==> config.mk <==
export PLATFORM = sky130hd
export DESIGN_NAME = apb_master_arbiter
export DESIGN_NICKNAME = d
export VERILOG_FILES = /design/src/rtl/apb_master_arbiter.sv
export SDC_FILE = /design/constraint.sdc
export NUM_CORES = 1
export LEC_CHECK = 0
export CORE_ASPECT_RATIO = 1.4
export CORE_MARGIN = 4
export CORE_UTILIZATION = 43
export CTS_BUF_LIST = sky130_fd_sc_hd__clkbuf_16
export DETAILED_ROUTE_END_ITERATION = 10
export PLACE_DENSITY = 0.84
export SYNTH_ARGS = -nofsm -noshare
export SYNTH_HDL_FRONTEND = slang
export SYNTH_SLANG_ARGS = --single-unit
==> constraint.sdc <==
create_clock -name CLK -period 3.9 [get_ports CLK]
set_input_delay 0.975 -clock CLK [delete_from_list [all_inputs] [get_ports CLK]]
set_output_delay 0.975 -clock CLK [all_outputs]
set_load 0.01 [all_outputs]
==> src/rtl/apb_master_arbiter.sv <==
// Two-requester round-robin APB master: arbitrates, then runs IDLE/SETUP/ACCESS.
// Optional ACCESS wait-state timeout is enabled by defining APB_TIMEOUT_EN.
module apb_master_arbiter #(
  parameter int ADDR_W      = 5,
  parameter int DATA_W      = 8,
  parameter int TIMEOUT_CYC = 16
) (
  input  logic              CLK,
  input  logic              Rst,
  input  logic              req0_valid,
  input  logic              req0_write,
  input  logic [ADDR_W-1:0] req0_addr,
  input  logic [DATA_W-1:0] req0_wdata,
  output logic              req0_ack,
  output logic              req0_done,
  output logic [DATA_W-1:0] req0_rdata,
  output logic              req0_err,
  input  logic              req1_valid,
  input  logic              req1_write,
  input  logic [ADDR_W-1:0] req1_addr,
  input  logic [DATA_W-1:0] req1_wdata,
  output logic              req1_ack,
  output logic              req1_done,
  output logic [DATA_W-1:0] req1_rdata,
  output logic              req1_err,
  output logic              PSEL,
  output logic              PENABLE,
  output logic              PWRITE,
  output logic [ADDR_W-1:0] PADDR,
  output logic [DATA_W-1:0] PWDATA,
  input  logic              PREADY,
  input  logic [DATA_W-1:0] PRDATA,
  input  logic              PSLVERR
);

  typedef enum logic [1:0] {IDLE, SETUP, ACCESS} state_t;

  state_t            state_q;
  logic              lastGrant_q;
  logic              grant_q;
  logic              grant_d;
  logic              anyValid;
  logic              finishOk;
  logic              startXfer;
  logic              timeoutHit;
  logic [DATA_W-1:0] doneRdata;
  logic              doneErr;

`ifdef APB_TIMEOUT_EN
  localparam int CntW = $clog2(TIMEOUT_CYC + 1);
  localparam logic [CntW-1:0] CntLast = CntW'(TIMEOUT_CYC - 1);

  logic [CntW-1:0] waitCnt_q;

  // Counts ACCESS wait states; zero on the first ACCESS cycle of every transfer.
  always_ff @(posedge CLK) begin
    if (Rst || state_q != ACCESS) begin
      waitCnt_q <= '0;
    end else if (!PREADY) begin
      waitCnt_q <= waitCnt_q + CntW'(1);
    end
  end

  assign timeoutHit = (state_q == ACCESS) && !PREADY && (waitCnt_q == CntLast);
`else
  logic [31:0] unusedTimeoutCyc;
  assign unusedTimeoutCyc = 32'(TIMEOUT_CYC);
  assign timeoutHit       = 1'b0;
`endif

  // Round-robin: a lone requester wins, a tie goes to the one not granted last.
  always_comb begin
    anyValid  = req0_valid | req1_valid;
    grant_d   = req1_valid;
    if (req0_valid && req1_valid) begin
      grant_d = ~lastGrant_q;
    end
    finishOk  = (state_q == ACCESS) && PREADY;
    startXfer = anyValid && ((state_q == IDLE) || finishOk);
    doneRdata = (PREADY && !PWRITE) ? PRDATA : '0;
    doneErr   = PREADY ? PSLVERR : 1'b1;
  end

  always_ff @(posedge CLK) begin
    if (Rst) begin
      state_q     <= IDLE;
      lastGrant_q <= 1'b1;
      grant_q     <= 1'b0;
      req0_ack    <= 1'b0;
      req0_done   <= 1'b0;
      req0_rdata  <= '0;
      req0_err    <= 1'b0;
      req1_ack    <= 1'b0;
      req1_done   <= 1'b0;
      req1_rdata  <= '0;
      req1_err    <= 1'b0;
      PSEL        <= 1'b0;
      PENABLE     <= 1'b0;
      PWRITE      <= 1'b0;
      PADDR       <= '0;
      PWDATA      <= '0;
    end else begin
      req0_ack  <= 1'b0;
      req1_ack  <= 1'b0;
      req0_done <= 1'b0;
      req1_done <= 1'b0;
      unique case (state_q)
        IDLE: begin
        end
        SETUP: begin
          PENABLE <= 1'b1;
          state_q <= ACCESS;
        end
        ACCESS: begin
          if (PREADY || timeoutHit) begin
            if (grant_q) begin
              req1_done  <= 1'b1;
              req1_rdata <= doneRdata;
              req1_err   <= doneErr;
            end else begin
              req0_done  <= 1'b1;
              req0_rdata <= doneRdata;
              req0_err   <= doneErr;
            end
            PSEL    <= 1'b0;
            PENABLE <= 1'b0;
            state_q <= IDLE;
          end
        end
        default: state_q <= IDLE;
      endcase
      // A new grant overrides the return to IDLE, giving ACCESS->SETUP back-to-back.
      if (startXfer) begin
        grant_q     <= grant_d;
        lastGrant_q <= grant_d;
        req0_ack    <= ~grant_d;
        req1_ack    <= grant_d;
        PWRITE      <= grant_d ? req1_write : req0_write;
        PADDR       <= grant_d ? req1_addr  : req0_addr;
        PWDATA      <= grant_d ? req1_wdata : req0_wdata;
        PSEL        <= 1'b1;
        PENABLE     <= 1'b0;
        state_q     <= SETUP;
      end
    end
  end

endmodule

; After elaboration in Yosys (flattened, before gate mapping)
; Index checks and enable logic that the tools add are counted.
[word_totals]
regBits = 42
latchBits = 0
ram_bits = 0
rom_bits = 0
input_bits = 42
elab_cells = 63
n_memories = 0
[classes]
n_addsub = 0
multipliers = 0
n_div = 0
magnitude_cmp = 0
n_eq_ne = 5
n_shift = 0
mux = 14
bitwise = 8
n_reduce_logical = 19
[op_table]
columns = op, count
row1 = 2-to-1 mux 8 bit, 2
row2 = 2-to-1 mux 1 bit, 8
row3 = AND reduction 2 bit, 4
row4 = NOT 1 bit, 7
row5 = case mux 2 bit (3 select lines), 1
row6 = AND reduction 3 bit, 2
row7 = nonzero test 2 bit, 3
row8 = 2-to-1 mux 5 bit, 1
row9 = logical AND 1 bit, 4
row10 = inequality test 2 bit (second input constant), 2
row11 = OR reduction 2 bit, 2
row12 = inequality test 3 bit (second input constant), 1
row13 = OR reduction 3 bit, 1
row14 = == test 2 x 1 -> 1 bit (second input constant), 1
row15 = == test 2 bit (second input constant), 1
row16 = zero test 2 bit, 1
row17 = 2-to-1 mux 2 bit, 1
row18 = case mux 1 bit (2 select lines), 1
row19 = zero test 1 bit, 1
row20 = logical OR 1 bit, 1
row21 = OR 1 bit, 1

; Depth between registers and ports, before layout
; Gate-level depths: netlist of run 1.
[logic_depth]
word_depth = 6
depth_mapped = 5

; Worst setup path after synthesis of run 1
; No wires, ideal clock.
[synth_timing]
kind = input port to flip-flop
startpoint = input req1_valid
endpoint = register PADDR[1]
arrival_time_ns = 1.874
slack_ns = 1.908
cell_stages = 5
cell_sequence = a21boi_0 buf_4 buf_2 mux2i_1 o2bb2ai_2
[synth_between]
elab_chain_cells = 3
word_cells_on_any_way = 5
classes_between = mux (2) / bitwise (1) / reduce/logical (2)
[synth_rtl]
columns = item, line_no
row1 = "start, declared", 18  ; input logic req1_valid,
row2 = logical AND 1 bit, 75  ; if (req0_valid && req1_valid) begin
row3 = 2-to-1 mux 1 bit, 75
row4 = 2-to-1 mux 5 bit, 139  ; PADDR <= grant_d ? req1_addr : req0_addr;
row5 = "end signal, assigned", 139
row6 = "end, declared", 29  ; output logic [ADDR_W-1:0] PADDR,
; Several ways; a longest one is shown, not always the timed one.
; A chain may end at the register's enable or synchronous reset.

; Worst setup path in the final report of run 1
[layout_timing]
startpoint = input Rst
endpoint = register PENABLE
[layout_between]
elab_chain_cells = 1
[layout_rtl]
columns = item, line_no
row1 = "start, declared", 9  ; input logic Rst,
row2 = OR reduction 2 bit (no line), --
row3 = "end signal, assigned", 98  ; PENABLE <= 1'b0;
row4 = "end signal, assigned", 111  ; PENABLE <= 1'b1;
row5 = "end signal, assigned", 126  ; PENABLE <= 1'b0;
row6 = "end, declared", 27  ; output logic PENABLE,
; No other way between the ends.

==> run metrics, run 1 <==
Least-Margin Pin Slew=0.8077 ns; simple-gate share of the synthesized area=0.1678; Clock Sinks=42; pin count of the biggest net entering global routing=19; global-route wire length before repair=6175 um; Hold Fails Final Rpt=0; CTS H-Tree Depth=2; complex-gate fraction of the synthesized area=0.1865; DIE AREA=4960 um^2; Worst EP arrival=2.71 ns; DRC errors left=0; pre-CTS WS=1.124 ns; die span in y=81.75 um; final worst-path cycle share=0.6412; vias after detailed routing=1466; post-synth top area cell=dfxtp_1; Mapped Cells=167; hold crit path type=flop to flop; post-DR vias/cell=5.126; Post-CTS Setup Inserts=0; Area Growth Syn to Fin=55.51%; WP data required=4.11 ns; Yosys cell types=29; Final WS setup=1.399 ns; setup violators final=0; Reg2Reg Setup Slack=2.21 ns; Tot GR Track Use=0.1718; Synth Area in XOR/XNOR=0; port bufs=79; initial antenna violation count=0; synthesized area per cell=10.00 um^2; outcome=completed; Peak Freq=399.9 MHz; leak pwr=0.9324 nW; vias in the first global route=1424; DRT antenna net count=0; ratio of cells with drive above 1 in the final layout=0.08607; hold path cells=2; Clock Latency Late Sink=0.28 ns; RSZ-0062 raised after global routing=false; final wirelength=3897 um; crit end category=flop; startpoint types=primary input; worst setup path category=primary input to flop; die width=60.68 um; # fillers=307; post-synthesis mux area share=0.08390; Crit-path slowest cell=o31a_1; TritonCTS clock tree=done; worst r2r dst=PENABLE$_SDFFE_PP0P_; clock root buffer=clkbuf_16; placer congestion estimate=0.8081; synthesized cell area=1670 um^2; Synth warnings=0; Ports=80; crit-path cells=clkdlybuf4s50_1 -> inv_1 -> o31a_1 -> nor3b_1; Seq/Total Area, Yosys=0.5034; Synth area leaders=dfxtp_1, mux2i_1, o2bb2ai_2; Worst-path clk slew=0.06 ns; Overflow after GRT=0; CTS max path bufs=2; VDD IR max=0.0004097 V; post-cts gate resize count=0; Num CTS Buffers=5; nets=285; worst setup path endpoint=PENABLE$_SDFFE_PP0P_; Std-Cell Rows=26; Worst R2R Path Depth=3; Tmin final=2.501 ns; Setup crit start=Rst; setup TNS=0 ns; Synth Area in Adders=0; max-cap violations=0; cts hold-fix bufs=0; Final Max Tran Viols=0; Critical Path Max Stage Delay=0.68 ns; worst r2r src=state_q[1]$_SDFFE_PP0P_; top cell type's share of synthesized area=0.5034; Starting Density=0.4504; worst-path fanout max=17; largest family of logic cells by synthesized area=compound AO/OA/AOI/OAI gates; Iter 0 DRT Violations=15; drt wl/cell=13.63 um; Mapped Nets=209; Slew headroom=0.4615; final core utilization=0.7004; Antenna diodes=0; DRT Pass-1 Iters=4; Clock Skew=0.003100 ns; hpwl dp=2902 um; register bit total from synthesis=42; Power Density=391.5 nW/um^2; Core ar.=3709 um^2
==> critical path: cells and delay by family <==
| kind | cells | cell delay, ns |
|---|---|---|
| AO/OA/AOI/OAI | 1 | 0.68 |
| AND/OR/NAND/NOR | 1 | 0.24 |
| buffers and inverters | 2 | 0.81 |
==> worst min path at each step <==
| stage | start | end | slack, ns |
|---|---|---|---|
| 2_1_floorplan | lastGrant_q$_SDFFE_PP1P_ | lastGrant_q$_SDFFE_PP1P_ | 0.42 |
| 3_3_place_gp | req0_rdata[6]$_SDFFE_PP0P_ | req0_rdata[6]$_SDFFE_PP0P_ | 0.44 |
| 3_5_place_dp | req1_rdata[1]$_SDFFE_PP0P_ | req1_rdata[1]$_SDFFE_PP0P_ | 0.45 |
| 4_1_cts | req1_rdata[1]$_SDFFE_PP0P_ | req1_rdata[1]$_SDFFE_PP0P_ | 0.46 |
| 5_1_grt | req0_rdata[7]$_SDFFE_PP0P_ | req0_rdata[7]$_SDFFE_PP0P_ | 0.47 |
| 6_report | req1_rdata[1]$_SDFFE_PP0P_ | req1_rdata[1]$_SDFFE_PP0P_ | 0.45 |
==> cell usage in the layout, fill, tap and decap left out, types with 2 or more instances in the layout <==
master | synthesis | final
a21oi_1 | 20 | 20
buf_4 | 2 | 4
clkbuf_16 | 0 | 5
clkdlybuf4s50_1 | 0 | 79
clkinv_1 | 0 | 3
dfxtp_1 | 42 | 42
inv_1 | 2 | 2
mux2i_1 | 14 | 14
nand2_1 | 22 | 22
nand2b_1 | 2 | 2
nand3_1 | 16 | 16
nor2_1 | 4 | 4
nor2b_1 | 3 | 3
o2bb2ai_1 | 6 | 6
o2bb2ai_2 | 8 | 8
==> synthesized netlist by cell type <==
cell type  instances
buf_6              3
o31a_1             1
nor2b_1            3
and4b_1            1
nor2_1             4
mux2i_1           14
nor3b_1            1
a21boi_0           1
a21oi_1           20
a22o_1             1
nand4b_1           1
clkbuf_1           6
buf_4              2
nand2_1           22
o2bb2ai_1          6
dfxtp_1           42
nand3_1           16
o2bb2ai_2          8
nor4bb_1           1
o21ai_0            1
a2bb2oi_1          1
and2_1             1
inv_1              2
buf_2              3
or4_4              1
nand4bb_1          1
nor2_2             1
nand2b_1           2
inv_2              1
==> registers in the layout (all words and copies together), names as in the netlist, 2 cells and up <==
register    cells
PADDR           5
PWDATA          8
req0_rdata      8
req1_rdata      8
state_q         2
==> per-stage QoR <==
step	hold WS (ns)	cell area, um^2	std cells	power [mW]
6_report	0.4531	2597	286	1.017
5_1_grt	0.4715	2597	286	1.062
4_1_cts	0.4571	2597	286	1.030
3_5_place_dp	0.4493	2461	278	0.6443
3_3_place_gp	0.4429	2461	278	0.6435
2_1_floorplan	0.4218	1670	167	0.5559
==> routing by layer <==
layer	track usage	vias up	wire, um	part of all wire
met2	0.2880	71	1805	0.46
met4	0.09111	0	92	0.024
li1	-	737	-	-
met5	0	-	0	0
met3	0.08962	6	501	0.13
met1	0.1673	652	1498	0.38
==> cell type report <==
| cell class | count | area, um^2 | area share |
|---|---|---|---|
| Clock buffer | 5 | 125.1 | 0.04817 |
| Clock inverter | 3 | 11.26 | 0.004335 |
| Inverter | 3 | 11.26 | 0.004335 |
| Multi-Input combinational cell | 108 | 735.7 | 0.2832 |
| Sequential cell | 42 | 840.8 | 0.3237 |
| Tap cell | 42 | 52.55 | 0.02023 |
| Timing Repair Buffer | 83 | 820.8 | 0.3160 |
==> logic make-up after synthesis <==
logic type / Yosys count
simple gates: 55
flops: 42
compound gates: 39
buf+inv: 17
mux: 14
==> where the power goes <==
| part | internal [mW] | leakage, nW | switching, mW |
|---|---|---|---|
| clock network | 0.230 | 0.0663 | 0.152 |
| logic | 0.0988 | 0.523 | 0.0659 |
| registers | 0.453 | 0.343 | 0.0171 |
| total | 0.782 | 0.932 | 0.235 |
No activity file was read; power rests on OpenSTA's default activity.
==> run 2: changes to the inputs <==
- CORE_UTILIZATION: 43 -> 36
- PLACE_DENSITY: 0.84 -> 0.75
- clock period: 3.9 -> 2.3 ns (I/O delays scaled with it)
==> run 2 against run 1 <==
  * Clock skew up 0.0021 ns
  * Total power up 73%
  * Flip-flop and latch count unchanged
  * Critical path type is now flop to primary output
==> run metrics, run 2 (same netlist as run 1, synthesis figures left out) <==
initial antenna violation count=0 (unchanged); final core utilization=0.5945 (-0.1059); Crit-path slowest cell=clkdlybuf4s50_1; Slew headroom=0.7698 (+0.3083); Ports=80 (unchanged); Final WS setup=0.4883 ns (-0.9109 ns); Least-Margin Pin Slew=0.3450 ns (-0.4627 ns); post-cts gate resize count=0 (unchanged); Clock power frac=0.384 (+0.008); commonest non-fill, non-tap cell in the layout=clkdlybuf4s50_1; Gate power share=0.165 (+0.003); commonest non-fill, non-tap cells in the layout=clkdlybuf4s50_1, dfxtp_1, nand2_1, a21oi_1, nand3_1; leak pwr=0.9580 nW (+2.7%); Clock Latency Late Sink=0.28 ns (about the same); Worst-path clk slew=0.06 ns (about the same); setup TNS=0 ns (unchanged); DRT Pass-1 Iters=4 (unchanged); drt wl/cell=13.48 um (-1.1%); port bufs=79 (unchanged); cell family with most CP delay=buffers and inverters; vias after detailed routing=1498 (+2.2%); Overflow after GRT=0 (unchanged); Antenna diodes=0 (unchanged); Tot GR Track Use=0.1499 (-0.02189); worst setup path category=flop to primary output; DRT antenna net count=0 (unchanged); vias in the first global route=1501 (+5.4%); DRC errors left=0 (unchanged); Iter 0 DRT Violations=103 (+88); pre-CTS WS=0.1967 ns (-0.9270 ns); Final Max Tran Viols=0 (unchanged); CTS H-Tree Depth=2 (unchanged); crit-path cells=clkdlybuf4s50_1; die width=65.57 um (+8.1%); crit end category=primary output; Core ar.=4499 um^2 (+21%); biggest regs=PWDATA (8), req0_rdata (8), req1_rdata (8); Worst EP arrival=1.24 ns (-1.47 ns); setup violators final=0 (unchanged); clock root buffer=clkbuf_16; nets=289 (+1.4%); worst-path fanout max=3 (-14); Std-Cell Rows=29 (+12%); Net Sw Frac=0.2382 (+0.006749); TritonCTS clock tree=done; Post-CTS Setup Inserts=0 (unchanged); switching pwr=0.4201 mW (+78%); Hold Fails Final Rpt=0 (unchanged); Num CTS Buffers=5 (unchanged); global-route wire length before repair=6727 um (+8.9%); RSZ-0062 raised after global routing=false; Reg power frac=0.452 (-0.010); Tmin final=1.812 ns; Clock Sinks=42 (unchanged); cts hold-fix bufs=0 (unchanged); ratio of cells with drive above 1 in the final layout=0.1129 (+0.02684); Power Total=1.764 mW (+73%); pin count of the biggest net entering global routing=21 (+2); post-DR vias/cell=4.832 (-5.7%); outcome=completed; VDD IR max=0.0003759 V (-8.3%); Power Density=659.2 nW/um^2 (+68%); final wirelength=4178 um (+7.2%); DIE AREA=5809 um^2 (+17%); Worst Path Buf+Inv=1 (-1); Critical Path Max Stage Delay=0.58 ns (-0.10 ns); CTS max path bufs=2 (unchanged); placer congestion estimate=0.7171 (-11%); Peak Freq=552.0 MHz; hold crit path type=flop to flop; Int Pwr=1.343 mW (+72%); Clock Skew=0.005168 ns (+0.002068 ns); final worst-path cycle share=0.7877; startpoint types=flop; max-cap violations=0 (unchanged); die span in y=88.60 um (+8.4%); Area Growth Syn to Fin=60.15%; WP data required=1.73 ns (-2.38 ns); Starting Density=0.3712 (-0.07916); hpwl dp=3170 um (+9.2%)
-- run 2: worst paths after layout --
path                           start                     end  slack [ns]  depth (start not counted)
min            req1_err$_SDFFE_PP0P_   req1_err$_SDFFE_PP0P_        0.45                          2
min reg2reg    req1_err$_SDFFE_PP0P_   req1_err$_SDFFE_PP0P_        0.45                          2
max              PWRITE$_SDFFE_PP0P_                  PWRITE        0.49                          1
max reg2reg  state_q[1]$_SDFFE_PP0P_  PWDATA[2]$_SDFFE_PP0P_        0.81                          4
-- run 2: power groups by stage --
stage	Sequential (mW)	Combinational (mW)	Clock [mW]
floorplan	0.821	0.122	0
global placement	0.812	0.291	0
detailed placement	0.811	0.295	0
CTS	0.797	0.296	0.694
global route	0.802	0.314	0.722
finish	0.797	0.291	0.676
-- run 2: area by class of cell --
type                       instances  area [um^2]
clock buffer                       5        125.1
sequential                        42        840.8
timing repair buffer              87        863.3
fill                             421         1824
tap                               62        77.57
inverter                           3        11.26
multi-input combinational        108        735.7
clock inverter                     3        21.27
-- run 2: through the flow --
stage	cell area (um^2)	instances	hold slack (ns)
after floorplan	1670	167	0.4218
after global placement	2529	302	0.4412
after detailed placement	2529	302	0.4470
after CTS	2675	310	0.4549
after global routing	2675	310	0.4718
final	2675	310	0.4497
-- run 2: routing by layer --
| layer | vias up | global-route usage | wire length [um] |
|---|---|---|---|
| li1 | 749 | - | - |
| met1 | 677 | 0.1522 | 1588 |
| met4 | 0 | 0.06226 | 61 |
| met5 | - | 0 | 0 |
| met3 | 6 | 0.03304 | 313 |
| met2 | 66 | 0.2903 | 2216 |
==> run 3: changes to the inputs <==
- clock period: 2.3 -> 1.6 ns (I/O delays scaled with it)
==> run 3 against run 2 <==
  * Worst hold slack improved by 0.0022 ns
  * Clock skew down 0.0021 ns
  * Final area is 2.6% higher
==> run metrics, run 3 (same netlist as run 1, synthesis figures left out) <==
Int Pwr=1.926 mW (+43%); Setup crit start=PREADY; Peak Freq=640.4 MHz; worst setup path endpoint=PADDR[1]$_SDFFE_PP0P_; DIE AREA=5809 um^2 (unchanged); placed cell areas=2594 um^2 (+2.6%); cell family with most CP delay=buffers and inverters; Area Growth Syn to Fin=64.27%; setup violators final=0 (unchanged); crit end category=flop; DRC errors left=0 (unchanged); ratio of cells with drive above 1 in the final layout=0.1339 (+0.02096); Post-Layout Cell Count=316 (+1.9%); crit-path cells=clkdlybuf4s50_1 -> nor2b_1 -> or4_4 -> buf_4 -> o2bb2ai_2; Least-Margin Pin Slew=0.2117 ns (-0.1333 ns); VDD IR max=0.0004994 V (+33%); global-route wire length before repair=6886 um (+2.4%); Tot GR Track Use=0.1520 (+0.002075); die width=65.57 um (unchanged); Net Sw Frac=0.2294 (-0.008818); placed cell count=309 (+2.3%); biggest regs=PWDATA (8), req0_rdata (8), req1_rdata (8); Power Density=911.0 nW/um^2 (+38%); drt wl/cell=13.38 um (-0.70%); Reg power frac=0.457 (+0.005); startpoint types=primary input; Worst Path Buf+Inv=2 (+1); DRT antenna net count=0 (unchanged); CTS max path bufs=2 (unchanged); Overflow after GRT=0 (unchanged); worst-path fanout max=5 (+2); Clock Sinks=42 (unchanged); Starting Density=0.3712 (unchanged); Worst EP arrival=1.77 ns (+0.53 ns); vias in the first global route=1543 (+2.8%); clock root buffer=clkbuf_16; final worst-path cycle share=0.9760; pin count of the biggest net entering global routing=21 (unchanged); Slew headroom=0.8548 (+0.08499); post-DR vias/cell=4.851 (+0.39%); commonest non-fill, non-tap cell in the layout=clkdlybuf4s50_1; fin area=2744 um^2 (+2.6%); initial antenna violation count=0 (unchanged); Hold Fails Final Rpt=0 (unchanged); hold crit path type=flop to flop; vias after detailed routing=1533 (+2.3%); Iter 0 DRT Violations=78 (-24%); RSZ-0062 raised after global routing=true; max-cap violations=0 (unchanged); WP data required=1.81 ns (+0.08 ns); worst r2r src=state_q[1]$_SDFFE_PP0P_; hpwl dp=3302 um (+4.2%); port bufs=79 (unchanged); Tmin final=1.562 ns; Gate power share=0.174 (+0.009); Antenna diodes=0 (unchanged); outcome=completed; Reg2Reg Setup Slack=0.21 ns (-0.60 ns); Num CTS Buffers=5 (unchanged); CTS H-Tree Depth=2 (unchanged); cts hold-fix bufs=0 (unchanged); worst r2r dst=PADDR[1]$_SDFFE_PP0P_; Crit-path slowest cell=clkdlybuf4s50_1; worst setup path category=primary input to flop; leak pwr=1.138 nW (+19%); Worst-path clk slew=0.06 ns (about the same); TritonCTS clock tree=done; DRT Pass-1 Iters=4 (unchanged); Final Max Tran Viols=0 (unchanged); Critical Path Max Stage Delay=0.50 ns (-0.08 ns); nets=296 (+2.4%); final wirelength=4229 um (+1.2%); placer congestion estimate=0.7766 (+8.3%); Ports=80 (unchanged); Clock Skew=0.003028 ns (-0.002139 ns); Std-Cell Rows=29 (unchanged); Clock Latency Late Sink=0.27 ns (about the same); Worst R2R Path Depth=4 (unchanged); commonest non-fill, non-tap cells in the layout=clkdlybuf4s50_1, dfxtp_1, nand2_1, a21oi_1, nand3_1; Core ar.=4499 um^2 (unchanged); switching pwr=0.5734 mW (+36%); Worst path depth=5 (+4); die span in y=88.60 um (unchanged); Clock power frac=0.369 (-0.015); Post-CTS Setup Inserts=0 (unchanged)
run 3: cell count changes in the layout (fill, tap and decap cells not counted), sizes merged:
cell	before	now
clkdlybuf4s50	79	67
dlymetal6s2s	0	8
buf	8	15
clkinvlp	1	0
dlygate4sd2	0	4
run 3: worst min path at each step:
stage / from / end / cells after the start
floorplan: lastGrant_q$_SDFFE_PP1P_ / lastGrant_q$_SDFFE_PP1P_ / 2
global placement: req0_rdata[6]$_SDFFE_PP0P_ / req0_rdata[6]$_SDFFE_PP0P_ / 2
detailed placement: PWDATA[3]$_SDFFE_PP0P_ / PWDATA[3]$_SDFFE_PP0P_ / 1
CTS: req1_rdata[1]$_SDFFE_PP0P_ / req1_rdata[1]$_SDFFE_PP0P_ / 2
global route: req0_rdata[5]$_SDFFE_PP0P_ / req0_rdata[5]$_SDFFE_PP0P_ / 2
finish: req1_err$_SDFFE_PP0P_ / req1_err$_SDFFE_PP0P_ / 2
run 3: layout make-up:
type                            count  area, um^2
Sequential cell                    42       840.8
Clock buffer                        5       125.1
Timing Repair Buffer               94       943.4
Clock inverter                      2       10.01
Tap cell                           62       77.57
Fill cell                         413        1755
Inverter                            3       11.26
Multi-Input combinational cell    108       735.7
run 3: tightest hold or removal path, delay by kind of cell (launching register included):
kind | cells | cell delay (ns)
flops | 1 | 0.30
simple gates | 1 | 0.05
compound gates | 1 | 0.05
run 3: power groups by stage:
stage	Combinational [mW]	Clock, mW	Sequential [mW]
floorplan	0.175	0	1.18
global placement	0.445	0	1.17
detailed placement	0.453	0	1.16
CTS	0.449	0.952	1.14
global route	0.469	1.00	1.15
finish	0.436	0.922	1.14
run 3: repair_timing:
item | in CTS | in global routing
gates resized for setup | 4 | 8
setup endpoints to repair | 4 | 11
pin swaps | 0 | 0
run 3: per-layer routing:
layer / wire (um) / GRT usage / vias to the layer above / share of wire
li1: - / - / 761 / -
met1: 1583 / 0.1584 / 705 / 0.37
met2: 2330 / 0.2949 / 59 / 0.55
met3: 260 / 0.04193 / 8 / 0.061
met4: 55 / 0.03962 / 0 / 0.013
met5: 0 / 0 / - / 0
run 3: per-stage QoR:
stage / hold slack [ns] / TNS (ns) / utilization / power (mW) / setup slack, ns
3_5_place_dp: 0.4457 / -6.055 / 0.5765 / 1.617 / -0.2553
4_1_cts: 0.4540 / 0 / 0.6054 / 2.544 / 0.0004536
5_1_grt: 0.4827 / -0.01893 / 0.6098 / 2.621 / -0.009983
6_report: 0.4519 / 0 / 0.6098 / 2.500 / 0.03838
3_3_place_gp: 0.4419 / -5.192 / 0.5765 / 1.610 / -0.2262
2_1_floorplan: 0.4218 / 0 / - / 1.355 / 0.1832
